File: src/rtl/io_led_bank.sv
`default_nettype none
// ============================================================================
// Module      : io_led_bank
// Description : Memory-mapped LED/GPIO output bank for the TinyComp I/O bus.
//               It decodes a 64-word address window and provides LED, SET,
//               CLR, TOG, PWM_EN, ID and per-channel DUTY registers. Each
//               channel can be PWM-dimmed from a prescaled counter.
// Ports       : clk       - single clock, rising edge
//               Reset_n   - asynchronous active-low reset
//               IOaddr    - bus word address
//               OutData   - write data
//               OutStrobe - one-cycle write strobe
//               InStrobe  - one-cycle read strobe
//               InData    - read data, loaded on a hit read, held until next
//               InRdy     - one-cycle read-data-valid pulse
//               Hit       - combinational, IOaddr lies inside the window
//               leds      - registered channel outputs
// Revision    : 1.0 - initial release
// ============================================================================
module io_led_bank #(
    parameter logic [31:0] BASE_ADDR = 32'h0000_03C0,
    parameter int          NUM_LEDS  = 8,
    parameter int          PWM_BITS  = 8,
    parameter int          PRESCALE  = 40
) (
    input  logic                clk,
    input  logic                Reset_n,
    input  logic [31:0]         IOaddr,
    input  logic [31:0]         OutData,
    input  logic                OutStrobe,
    input  logic                InStrobe,
    output logic [31:0]         InData,
    output logic                InRdy,
    output logic                Hit,
    output logic [NUM_LEDS-1:0] leds
);

    localparam int                PS_W       = (PRESCALE > 1) ? $clog2(PRESCALE) : 1;
    localparam logic [PS_W-1:0]   PS_LAST    = PS_W'(PRESCALE - 1);
    // cnt wraps one step early so DUTY = all-ones keeps a channel on for
    // the whole period.
    localparam logic [PWM_BITS-1:0] CNT_LAST = {{(PWM_BITS-1){1'b1}}, 1'b0};
    localparam logic [PWM_BITS-1:0] DUTY_MAX = '1;
    localparam logic [5:0]        OFF_LED    = 6'd0;
    localparam logic [5:0]        OFF_SET    = 6'd1;
    localparam logic [5:0]        OFF_CLR    = 6'd2;
    localparam logic [5:0]        OFF_TOG    = 6'd3;
    localparam logic [5:0]        OFF_PWM_EN = 6'd4;
    localparam logic [5:0]        OFF_ID     = 6'd5;
    localparam logic [31:0]       ID_VALUE   = {8'(NUM_LEDS), 8'(PWM_BITS), 16'h1ED0};

    logic [5:0]          off;
    logic                wr_en;
    logic                rd_en;
    logic [NUM_LEDS-1:0] wdata_led;
    logic [PWM_BITS-1:0] wdata_duty;

    logic [NUM_LEDS-1:0] led_reg;
    logic [NUM_LEDS-1:0] pwm_en;
    logic [PWM_BITS-1:0] duty [NUM_LEDS];
    logic [PS_W-1:0]     presc;
    logic                tick;
    logic [PWM_BITS-1:0] cnt;
    logic [NUM_LEDS-1:0] on_vec;
    logic [31:0]         rd_data;

    // Only the low bits of the write data are meaningful for any register.
    logic unused_out_data;
    assign unused_out_data = ^OutData;

    // BASE_ADDR is 64-aligned, so the offset is simply the low six bits.
    assign Hit        = (IOaddr[31:6] == BASE_ADDR[31:6]);
    assign off        = IOaddr[5:0];
    assign wr_en      = OutStrobe & Hit;
    assign rd_en      = InStrobe & Hit;
    assign wdata_led  = OutData[NUM_LEDS-1:0];
    assign wdata_duty = OutData[PWM_BITS-1:0];

    // ------------------------------------------------------------------
    // LED and PWM enable registers
    // ------------------------------------------------------------------
    always_ff @(posedge clk or negedge Reset_n) begin
        if (!Reset_n) begin
            led_reg <= '0;
            pwm_en  <= '0;
        end else if (wr_en) begin
            case (off)
                OFF_LED:    led_reg <= wdata_led;
                OFF_SET:    led_reg <= led_reg | wdata_led;
                OFF_CLR:    led_reg <= led_reg & ~wdata_led;
                OFF_TOG:    led_reg <= led_reg ^ wdata_led;
                OFF_PWM_EN: pwm_en  <= wdata_led;
                default:    ;
            endcase
        end
    end

    // ------------------------------------------------------------------
    // Prescaler and PWM counter
    // ------------------------------------------------------------------
    assign tick = (presc == PS_LAST);

    always_ff @(posedge clk or negedge Reset_n) begin
        if (!Reset_n) begin
            presc <= '0;
            cnt   <= '0;
        end else begin
            presc <= tick ? '0 : presc + PS_W'(1);
            if (tick) begin
                cnt <= (cnt == CNT_LAST) ? '0 : cnt + PWM_BITS'(1);
            end
        end
    end

    // ------------------------------------------------------------------
    // Per-channel duty registers and output gating
    // ------------------------------------------------------------------
    generate
        for (genvar i = 0; i < NUM_LEDS; i++) begin : g_chan
            localparam logic [5:0] OFF_DUTY = 6'(8 + i);

            always_ff @(posedge clk or negedge Reset_n) begin
                if (!Reset_n) begin
                    duty[i] <= DUTY_MAX;
                end else if (wr_en && (off == OFF_DUTY)) begin
                    duty[i] <= wdata_duty;
                end
            end

            assign on_vec[i] = led_reg[i] & (~pwm_en[i] | (cnt < duty[i]));
        end
    endgenerate

    always_ff @(posedge clk or negedge Reset_n) begin
        if (!Reset_n) begin
            leds <= '0;
        end else begin
            leds <= on_vec;
        end
    end

    // ------------------------------------------------------------------
    // Read path: the mux sees the pre-write register values, so a read
    // colliding with a write returns the old contents.
    // ------------------------------------------------------------------
    always_comb begin
        rd_data = '0;
        case (off)
            OFF_LED:    rd_data[NUM_LEDS-1:0] = led_reg;
            OFF_PWM_EN: rd_data[NUM_LEDS-1:0] = pwm_en;
            OFF_ID:     rd_data               = ID_VALUE;
            default:    ;
        endcase
        for (int i = 0; i < NUM_LEDS; i++) begin
            if (off == 6'(8 + i)) begin
                rd_data[PWM_BITS-1:0] = duty[i];
            end
        end
    end

    always_ff @(posedge clk or negedge Reset_n) begin
        if (!Reset_n) begin
            InData <= '0;
            InRdy  <= 1'b0;
        end else begin
            InRdy <= rd_en;
            if (rd_en) begin
                InData <= rd_data;
            end
        end
    end

endmodule
`default_nettype wire

File: config.mk
export PLATFORM = sky130hd
export DESIGN_NAME = io_led_bank
export DESIGN_NICKNAME = d
export VERILOG_FILES = /design/src/rtl/io_led_bank.sv
export SDC_FILE = /design/constraint.sdc
export NUM_CORES = 1
export LEC_CHECK = 0
export ABC_AREA = 1
export ABC_CLOCK_PERIOD_IN_PS = 2700
export BUFFER_PORTS_ARGS = -buffer_cell sky130_fd_sc_hd__buf_2
export CORE_AREA = 2 2 189 145
export DETAILED_ROUTE_END_ITERATION = 6
export DIE_AREA = 0 0 191 147
export HOLD_SLACK_MARGIN = 0.08
export SETUP_SLACK_MARGIN = 0.02
export SYNTH_ARGS = -nofsm -noshare
export SYNTH_HDL_FRONTEND = slang
export SYNTH_SLANG_ARGS = --single-unit
export TNS_END_PERCENT = 100
File: constraint.sdc
create_clock -name clk -period 2.7 [get_ports clk]
set_input_delay 0.54 -clock clk [delete_from_list [all_inputs] [get_ports clk]]
set_output_delay 0.54 -clock clk [all_outputs]
set_load 0.02 [all_outputs]
==> results.sh, run 1 <==
export IMPL_status="finished, final reports clean"
export IMPL_cts_htree_levels=3
export IMPL_synth_top_cell_by_area="dfstp_2"
export IMPL_grt_usage_pct=14.03
export IMPL_r2r_start="presc[0]"
export IMPL_largest_reg_flops=64
export IMPL_grt_pass1_vias=5635
export IMPL_path_common_cell="buf_2"
export IMPL_hold_viol=0
export IMPL_mostFrequentLayoutCells="nand2_1, inv_1, ha_1, buf_2, dfstp_2"
export IMPL_placed_area_um2=7934
export IMPL_fmax_mhz=460.3
export IMPL_clk_latency_ns=0.36
export IMPL_synth_top_area_share_pct=23.15
export IMPL_sw_frac_of_total_pct=23.86
export IMPL_drc_errors=0
export IMPL_cts_buffers=9
export IMPL_relSlewSlack_pct=54.79
export IMPL_power_switching_mw=0.7655
export IMPL_cp_start_kind="input pin"
export IMPL_drtAntennaViolNets=0
export IMPL_p_leak_nw=3.791
export IMPL_cts_resized=0
export IMPL_largestRegisters="duty (64), InData (9)"
export IMPL_ir_drop_mv=0.2475
export IMPL_grt_pass1_wl_mm=30.49
export IMPL_fp_dieH_um=147
export IMPL_synth_async_reset_ratio_pct=100.0
export IMPL_grt_overflow=0
export IMPL_cp_end_kind="output pin"
export IMPL_cap_violations=0
export IMPL_yosys_warnings=0
export IMPL_combPwrFrac_pct=6.6
export IMPL_path_max_fanout=2
export IMPL_synth_area_leaders="dfstp_2, dfrtp_1, ha_1, nand2_1, inv_1"
export IMPL_power_density_nw_per_um2=390.2
export IMPL_ctsLongestPathBuffers=2
export IMPL_fin_skew_ns=0.006894
export IMPL_antenna_found_initial=0
export IMPL_final_area_um2=8222
export IMPL_avgSynthCellArea_um2=8.321
export IMPL_critPathSlowestCell="or2_1"
export IMPL_postSynthCellCount=873
export IMPL_cts_root_buf="clkbuf_16"
export IMPL_fin_crit_ns=2.173
export IMPL_start_util_pct=27.57
export IMPL_nets=1088
export IMPL_cp_cell_sequence="buf_2 -> or2_1 -> nor2_1 -> nor4b_4 -> nand2_2 -> inv_1 -> buf_2"
export IMPL_drt_wl_total_mm=18.88
export IMPL_final_common_cell="nand2_1"
export IMPL_drt_first_pass_iters=5
export IMPL_post_route_period_util_pct=80.47
export IMPL_port_buffers=67
export IMPL_die_area_um2=28080
export IMPL_cp_arrival_ns=1.63
export IMPL_syn_to_final_growth_pct=13.18
export IMPL_initialDrtViolationCount=366
export IMPL_clock_sinks=112
export IMPL_clock_power_share_pct=41.0
export IMPL_fillers=2772
export IMPL_ys_ff_latch=112
export IMPL_io_pins=110
export IMPL_critical_path_class="input pin to output pin"
export IMPL_diodes=0
export IMPL_seq_power_share_pct=52.4
export IMPL_core_area_um2=26350
export IMPL_synth_main_ff_cell="dfstp_2"
export IMPL_grt_max_degree=49
export IMPL_syn_area_um2=7264
export IMPL_synth_edf_count=0
export IMPL_maxSlewViolCount=0
export IMPL_dp_hpwl_mm=14.33
export IMPL_holdWs_ns=0.2135
export IMPL_dieWidth_um=191
export IMPL_p_int_mw=2.443
export IMPL_place_inst=1285
export IMPL_cts_hold_fix_buffers=0
export IMPL_crit_required_ns=2.16
export IMPL_synth_cell_types=41
export IMPL_worstHoldPathType="input pin to async pin"
export IMPL_final_layout_size_suffix_gt1_share_pct=22.63
export IMPL_cts_tree="built"
export IMPL_p_total_mw=3.208
export IMPL_vias=5960
export IMPL_startpoint="IOaddr[29]"
export IMPL_via_per_inst=4.581
export IMPL_rsz0062_at_grt="no"
export IMPL_tns_ns=0
export IMPL_worst_pin_slew_ns=0.6781
export IMPL_cpPeakStageDelay_ns=0.24
export IMPL_clkTransAtPathRegs_ns=0.07
export IMPL_post_drt_wl_per_cell_um=14.51
export IMPL_place_gp_congestion=0.8314
export IMPL_seq_area_frac_synth_pct=39.68
export IMPL_finalSetupViolations=0
export IMPL_top_register="duty"
export IMPL_fin_cells=1301
export IMPL_post_cts_buffers=0
export IMPL_rows=52
-- per-layer routing --
metal / GRT usage [%] / vias up / wire length [um]
met5: 0 / - / 0
met4: 3.605 / 0 / 291
met3: 3.082 / 18 / 1309
met2: 21.03 / 154 / 7981
met1: 20.32 / 2797 / 9294
li1: - / 2991 / -
-- worst max-delay path, delay by kind of cell --
| kind | cells | cell delay (ns) |
|---|---|---|
| buffers and inverters | 3 | 0.40 |
| AND/OR/NAND/NOR | 4 | 0.70 |
-- worst paths after layout --
path / to / slack, ns / depth (start not counted)
worst min-delay path: presc[2] / 0.21 / 1
worst max-delay path: Hit / 0.53 / 7
worst max register to register: cnt[7] / 0.74 / 8
min in group clk: presc[0] / 0.47 / 1
max in group asynchronous: duty[57] / 1.75 / 2
worst min register to register: presc[0] / 0.47 / 1
-- layout make-up --
cell class | instances | area (um^2) | area share, %
multi-input combinational | 613 | 3669 | 44.62
clock buffer | 14 | 274.0 | 3.333
clock inverter | 2 | 13.76 | 0.1674
timing repair buffer | 83 | 470.5 | 5.722
tap | 351 | 439.2 | 5.342
sequential | 112 | 2883 | 35.06
inverter | 126 | 473.0 | 5.753
-- cell usage after synthesis, types with 2 or more instances --
master / instances
nor2_1: 61
buf_6: 9
nand2_2: 2
inv_1: 119
buf_4: 23
o21ai_1: 40
nor2_2: 5
o21ai_2: 32
clkbuf_1: 4
a22oi_1: 5
a21boi_0: 8
nor4_1: 3
nand4_1: 26
xor2_1: 2
nand2_1: 194
or2_1: 3
buf_2: 3
nand3_1: 17
a221oi_1: 3
dfstp_2: 64
o21ai_0: 23
a21oi_1: 59
o211ai_1: 16
clkinv_1: 6
ha_1: 75
dfrtp_1: 48
nand2_4: 9
-- power by group through the flow --
stage	combinational (mW)	clock [mW]	sequential, mW
floorplan	0.109	0	1.71
finish	0.212	1.31	1.68
detailed placement	0.213	0	1.71
global placement	0.210	0	1.71
global route	0.235	1.41	1.68
CTS	0.214	1.35	1.68
-- cells by family after synthesis --
kind of cell	count (synthesis)	share of synthesized area, %
adders and majority gates	75	12.92
other	1	0.05162
buffers and inverters	165	10.70
and+or+nand+nor	328	20.41
xor gates and xnor gates	2	0.2412
AOI/OAI and AO/OA	190	16.00
DFF	112	39.68
-- through the flow --
step | util, % | setup slack (ns)
floorplan | - | 0.7695
CTS | 31.20 | 0.5042
global placement | 30.11 | 0.4500
detailed placement | 30.11 | 0.4478
finish | 31.20 | 0.5274
global route | 31.20 | 0.4420
Power figures use the tool's default switching activity.
==> inputs of run 2 (changes only) <==
--- a/config.mk
+++ b/config.mk
@@ -6,7 +6,7 @@
 export NUM_CORES = 1
 export LEC_CHECK = 0
 export ABC_AREA = 1
-export ABC_CLOCK_PERIOD_IN_PS = 2700
+export ABC_CLOCK_PERIOD_IN_PS = 1800
 export BUFFER_PORTS_ARGS = -buffer_cell sky130_fd_sc_hd__buf_2
 export CORE_AREA = 2 2 189 145
 export DETAILED_ROUTE_END_ITERATION = 6
==> constraint.sdc (replaced) <==
create_clock -name clk -period 1.8 [get_ports clk]
set_input_delay 0.36 -clock clk [delete_from_list [all_inputs] [get_ports clk]]
set_output_delay 0.36 -clock clk [all_outputs]
set_load 0.02 [all_outputs]
==> run 2 against run 1 <==
  * Non-clock buffer count up 59
  * Sequential share of layout area down 2.3 points
  * Worst hold slack better by 0.12 ns
  * Die area unchanged
  * Flip-flop and latch count unchanged
  * Via count up 2.4%
  * Cell area up 7.1%
  * Critical endpoint unchanged
  * Largest cell class unchanged
==> results.sh, run 2 (synthesized netlist as in run 1, its figures left out) <==
export IMPL_cpPeakStageDelay_ns=0.25
export IMPL_setup_slack_ns=0.1107
export IMPL_io_pins=110
export IMPL_drt_first_pass_iters=5
export IMPL_dieWidth_um=191
export IMPL_final_area_um2=8803
export IMPL_rsz0062_at_grt="yes"
export IMPL_min_to="led_reg[5]"
export IMPL_cts_buffers=9
export IMPL_placed_area_um2=8359
export IMPL_cp_cell_sequence="buf_2 -> or2_1 -> nor2_1 -> nor4b_4 -> nand2_2 -> inv_2 -> buf_4"
export IMPL_r2r_start="duty[41]"
export IMPL_fp_dieH_um=147
export IMPL_rrSetupSlack_ns=0.12
export IMPL_holdPathStages=3
export IMPL_initialDrtViolationCount=350
export IMPL_hold_viol=0
export IMPL_grt_overflow=0
export IMPL_post_route_util_pct=33.41
export IMPL_fin_skew_ns=0.006291
export IMPL_crit_buf_inv=3
export IMPL_fillers=2764
export IMPL_rows=52
export IMPL_p_total_mw=5.046
export IMPL_final_common_cell="nand2_1"
export IMPL_worstHoldPathType="input pin to flip-flop"
export IMPL_pre_cts_slack_ns=-0.1045
export IMPL_final_layout_size_suffix_gt1_share_pct=28.15
export IMPL_fmax_mhz=592.0
export IMPL_port_buffers=67
export IMPL_cp_top_family="simple AND/OR/NAND/NOR gates"
export IMPL_dp_hpwl_mm=14.85
export IMPL_critical_path_class="input pin to output pin"
export IMPL_maxSlewViolCount=0
export IMPL_path_max_fanout=2
export IMPL_cts_htree_levels=3
export IMPL_clock_sinks=112
export IMPL_syn_to_final_growth_pct=21.18
export IMPL_status="finished, final reports clean"
export IMPL_diodes=0
export IMPL_drt_wl_total_mm=19.01
export IMPL_drc_errors=0
export IMPL_ctsLongestPathBuffers=2
export IMPL_cts_root_buf="clkbuf_16"
export IMPL_cp_start_kind="input pin"
export IMPL_core_area_um2=26350
export IMPL_ir_drop_mv=0.3779
export IMPL_grt_met2_usage_pct=21.18
export IMPL_place_gp_congestion=0.8469
export IMPL_post_route_period_util_pct=93.85
export IMPL_die_area_um2=28080
export IMPL_drtAntennaViolNets=0
export IMPL_fin_crit_ns=1.689
export IMPL_start_util_pct=27.57
export IMPL_reg2reg_to="leds[2]"
export IMPL_largest_reg_flops=64
export IMPL_via_per_inst=4.489
export IMPL_busiest_layer="met2"
export IMPL_place_inst=1335
export IMPL_reg2reg_depth=8
export IMPL_holdCritStartpoint="OutData[5]"
export IMPL_grt_pass1_vias=5851
export IMPL_clkTransAtPathRegs_ns=0.07
export IMPL_grt_pass1_wl_mm=30.94
export IMPL_cts_tree="built"
export IMPL_grt_usage_pct=14.07
export IMPL_crit_required_ns=1.44
export IMPL_use_met3_pct=3.464
export IMPL_mostFrequentLayoutCells="nand2_1, inv_1, ha_1, buf_4, buf_2"
export IMPL_power_density_nw_per_um2=573.2
export IMPL_post_drt_wl_per_cell_um=13.98
export IMPL_grt_use_met1_pct=20.06
export IMPL_fin_cells=1360
export IMPL_tns_ns=0
export IMPL_critPathSlowestCell="or2_1"
export IMPL_p_leak_nw=4.102
export IMPL_finalSetupViolations=0
export IMPL_clk_latency_ns=0.36
export IMPL_largestRegisters="duty (64), InData (9)"
export IMPL_cap_violations=0
export IMPL_cp_end_kind="output pin"
export IMPL_antenna_found_initial=0
export IMPL_nets=1147
export IMPL_top_register="duty"
export IMPL_holdWs_ns=0.3316
export IMPL_cp_arrival_ns=1.33
export IMPL_grt_max_degree=53
export IMPL_vias=6105
==> run 2: tightest hold or removal path, cell delays in order <==
cell,delay (ns)
buf_2,0.10
a21oi_1,0.05
o21ai_0,0.14
==> run 2: routing by layer <==
| metal | routed length, um | vias to the layer above | part of all wire [%] |
|---|---|---|---|
| li1 | - | 3102 | - |
| met1 | 9463 | 2855 | 50 |
| met2 | 8051 | 134 | 42 |
| met3 | 1189 | 14 | 6.3 |
| met4 | 309 | 0 | 1.6 |
| met5 | 0 | - | 0 |
==> run 2: final cells by class <==
| cell class | count | area (um^2) | share of cell area, % |
|---|---|---|---|
| sequential | 112 | 2883 | 32.75 |
| clock buffer | 11 | 232.7 | 2.644 |
| clock inverter | 5 | 78.83 | 0.8954 |
| inverter | 126 | 476.7 | 5.415 |
| multi-input combinational | 613 | 3717 | 42.23 |
| tap | 351 | 439.2 | 4.989 |
| timing repair buffer | 142 | 975.9 | 11.09 |
==> run 2: power breakdown <==
group	leakage, nW	switching, mW	internal [mW]	total, mW
combinational	2.63	0.234	0.109	0.342
clock	0.154	0.958	1.22	2.18
sequential	1.32	0.0000000201	2.52	2.52
==> run 2: how the worst max path moves through the flow <==
stage,start,to,slack [ns],depth (start not counted)
2_1_floorplan,IOaddr[21],pwm_en[5],0.05,8
3_3_place_gp,IOaddr[0],InData[2],-0.07,11
3_5_place_dp,IOaddr[29],InData[1],-0.10,10
4_1_cts,IOaddr[29],Hit,0.05,7
5_1_grt,presc[0],cnt[7],-0.03,10
6_report,IOaddr[29],Hit,0.11,7
==> run 2: repair_timing <==
| item | CTS | global route |
|---|---|---|
| hold buffers | 1 | 0 |
| hold endpoints to repair | 29 | 0 |
| cloned | 0 | 0 |
| pin swaps | 0 | 9 |
| endpoints found under the setup margin | 1 | 11 |
| setup buffers | 1 | 7 |
| resized for setup | 0 | 18 |
==> inputs of run 3 (changes only) <==
--- a/config.mk
+++ b/config.mk
@@ -12,6 +12,7 @@
 export DETAILED_ROUTE_END_ITERATION = 6
 export DIE_AREA = 0 0 191 147
 export HOLD_SLACK_MARGIN = 0.08
+export REMOVE_ABC_BUFFERS = 1
 export SETUP_SLACK_MARGIN = 0.02
 export SYNTH_ARGS = -nofsm -noshare
 export SYNTH_HDL_FRONTEND = slang
==> run 3 against run 2 <==
  * Fmax is 3.2% lower
  * Final cell count is 1.3% lower
  * Sequential power hardly changed
  * Via count is 1.8% lower
  * Count of clock-buffer cells in the layout is 1 lower
  * Combinational power is 2% lower
  * Critical endpoint is now leds[2]
  * Largest cell class unchanged
==> results.sh, run 3 (synthesized netlist as in run 1, its figures left out) <==
export IMPL_reg2reg_depth=8
export IMPL_die_area_um2=28080
export IMPL_fin_skew_ns=0.009124
export IMPL_diodes=0
export IMPL_place_gp_congestion=0.8376
export IMPL_largest_reg_flops=64
export IMPL_grt_usage_pct=13.73
export IMPL_grt_pass1_vias=5651
export IMPL_cts_tree="built"
export IMPL_power_switching_mw=1.177
export IMPL_p_int_mw=3.844
export IMPL_nets=1130
export IMPL_drtAntennaViolNets=0
export IMPL_setup_slack_ns=0.05453
export IMPL_place_inst=1323
export IMPL_worstHoldPathType="input pin to flip-flop"
export IMPL_antenna_found_initial=0
export IMPL_cp_start_kind="flip-flop"
export IMPL_path_max_fanout=3
export IMPL_top_register="duty"
export IMPL_clk_latency_ns=0.36
export IMPL_combPwrFrac_pct=6.6
export IMPL_drt_first_pass_iters=5
export IMPL_post_drt_wl_per_cell_um=13.80
export IMPL_holdWs_ns=0.3148
export IMPL_final_layout_size_suffix_gt1_share_pct=26.41
export IMPL_cts_htree_levels=3
export IMPL_seq_power_share_pct=50.2
export IMPL_largestRegisters="duty (64), InData (9)"
export IMPL_ctsLongestPathBuffers=2
export IMPL_vias=5993
export IMPL_io_pins=110
export IMPL_p_total_mw=5.020
export IMPL_multi_input_area_um2=3690
export IMPL_post_route_util_pct=33.03
export IMPL_rows=52
export IMPL_ir_drop_mv=0.3805
export IMPL_fin_cells=1343
export IMPL_cp_arrival_ns=2.03
export IMPL_mostFrequentLayoutCells="nand2_1, inv_1, ha_1, buf_2, dfstp_2"
export IMPL_critical_path_class="flip-flop to flip-flop"
export IMPL_grt_met2_usage_pct=21.41
export IMPL_fin_crit_ns=1.745
export IMPL_finalSetupViolations=0
export IMPL_power_density_nw_per_um2=576.8
export IMPL_cap_violations=0
export IMPL_post_route_period_util_pct=96.97
export IMPL_clock_sinks=112
export IMPL_syn_to_final_growth_pct=19.82
export IMPL_clock_power_share_pct=43.1
export IMPL_grt_max_degree=39
export IMPL_fmax_mhz=572.9
export IMPL_path_common_cell="o211ai_1"
export IMPL_cp_end_kind="flip-flop"
export IMPL_dp_hpwl_mm=14.28
export IMPL_status="finished, final reports clean"
export IMPL_dieWidth_um=191
export IMPL_start_util_pct=27.57
export IMPL_rsz0062_at_grt="yes"
export IMPL_holdPathStages=3
export IMPL_final_common_cell="nand2_1"
export IMPL_drt_wl_total_mm=18.53
export IMPL_hold_viol=0
export IMPL_port_buffers=67
export IMPL_grt_overflow=0
export IMPL_sw_frac_of_total_pct=23.44
export IMPL_clkTransAtPathRegs_ns=0.07
export IMPL_critPathSlowestCell="dfstp_2"
export IMPL_use_met3_pct=3.440
export IMPL_fp_dieH_um=147
export IMPL_pre_cts_slack_ns=-0.05366
export IMPL_p_leak_nw=4.024
export IMPL_core_area_um2=26350
export IMPL_grt_pass1_wl_mm=29.92
export IMPL_via_per_inst=4.462
export IMPL_cp_cell_sequence="inv_2 -> ha_1 -> a21boi_1 -> o211ai_1 -> nand2_1 -> nand4_1 -> o211ai_1 -> a21oi_1"
export IMPL_area_sequential_um2=2883
export IMPL_initialDrtViolationCount=257
export IMPL_grt_use_met1_pct=19.32
export IMPL_cts_root_buf="clkbuf_16"
export IMPL_crit_required_ns=2.08
export IMPL_fillers=2786
export IMPL_drc_errors=0
export IMPL_cpPeakStageDelay_ns=0.56
export IMPL_rrSetupSlack_ns=0.05
export IMPL_busiest_layer="met2"
export IMPL_cts_buffers=9
export IMPL_maxSlewViolCount=0
==> run 3: layer usage <==
layer	up-vias	share of wire [%]
li1	3071	-
met2	119	44
met5	-	0
met3	10	5.6
met4	0	0.74
met1	2793	50
==> run 3: worst max-delay path, delay by kind of cell (launching register included) <==
family | cells | cell delay (ns)
AND/OR/NAND/NOR | 2 | 0.17
flip-flops | 1 | 0.56
adder cells (fa/ha/maj) | 1 | 0.27
buffers and inverters | 1 | 0.04
AO/OA/AOI/OAI | 4 | 0.62
==> run 3: path summary, 6_finish.rpt <==
kind | endpoint | from
setup / recovery | leds[2] | duty[41]
hold / removal | led_reg[1] | OutData[1]
setup reg to reg | leds[2] | duty[41]
hold reg to reg | presc[0] | presc[0]
max in group asynchronous | duty[17] | Reset_n
min in group asynchronous | leds[6] | Reset_n
==> run 3: power by group through the flow <==
stage	logic (mW)	clock network (mW)	registers, mW
floorplan	0.132	0	2.57
global placement	0.332	0	2.57
detailed placement	0.336	0	2.57
CTS	0.339	2.23	2.52
global route	0.373	2.31	2.52
finish	0.334	2.16	2.52
==> run 3: final cells by class <==
type	instances	share of cell area, %
Clock inverter	6	0.9631
Sequential cell	112	33.12
Clock buffer	10	2.630
Timing Repair Buffer	125	10.38
Tap cell	351	5.045
Inverter	126	5.476
Multi-Input combinational cell	613	42.39
==> run 3: timing repair <==
action / in CTS / in global routing
setup buffers: 1 / 2
gates resized for setup: 0 / 11
hold buffers: 1 / 0
hold endpoints to repair: 14 / 0
pin swaps: 2 / 6
endpoints found under the setup margin: 1 / 13
==> run 3: stage by stage <==
step / cell area (um^2) / setup TNS, ns
detailed placement: 8332 / -1.049
finish: 8705 / 0
floorplan: 7024 / 0
global placement: 8332 / -0.9513
global route: 8705 / -0.1633
CTS: 8662 / 0
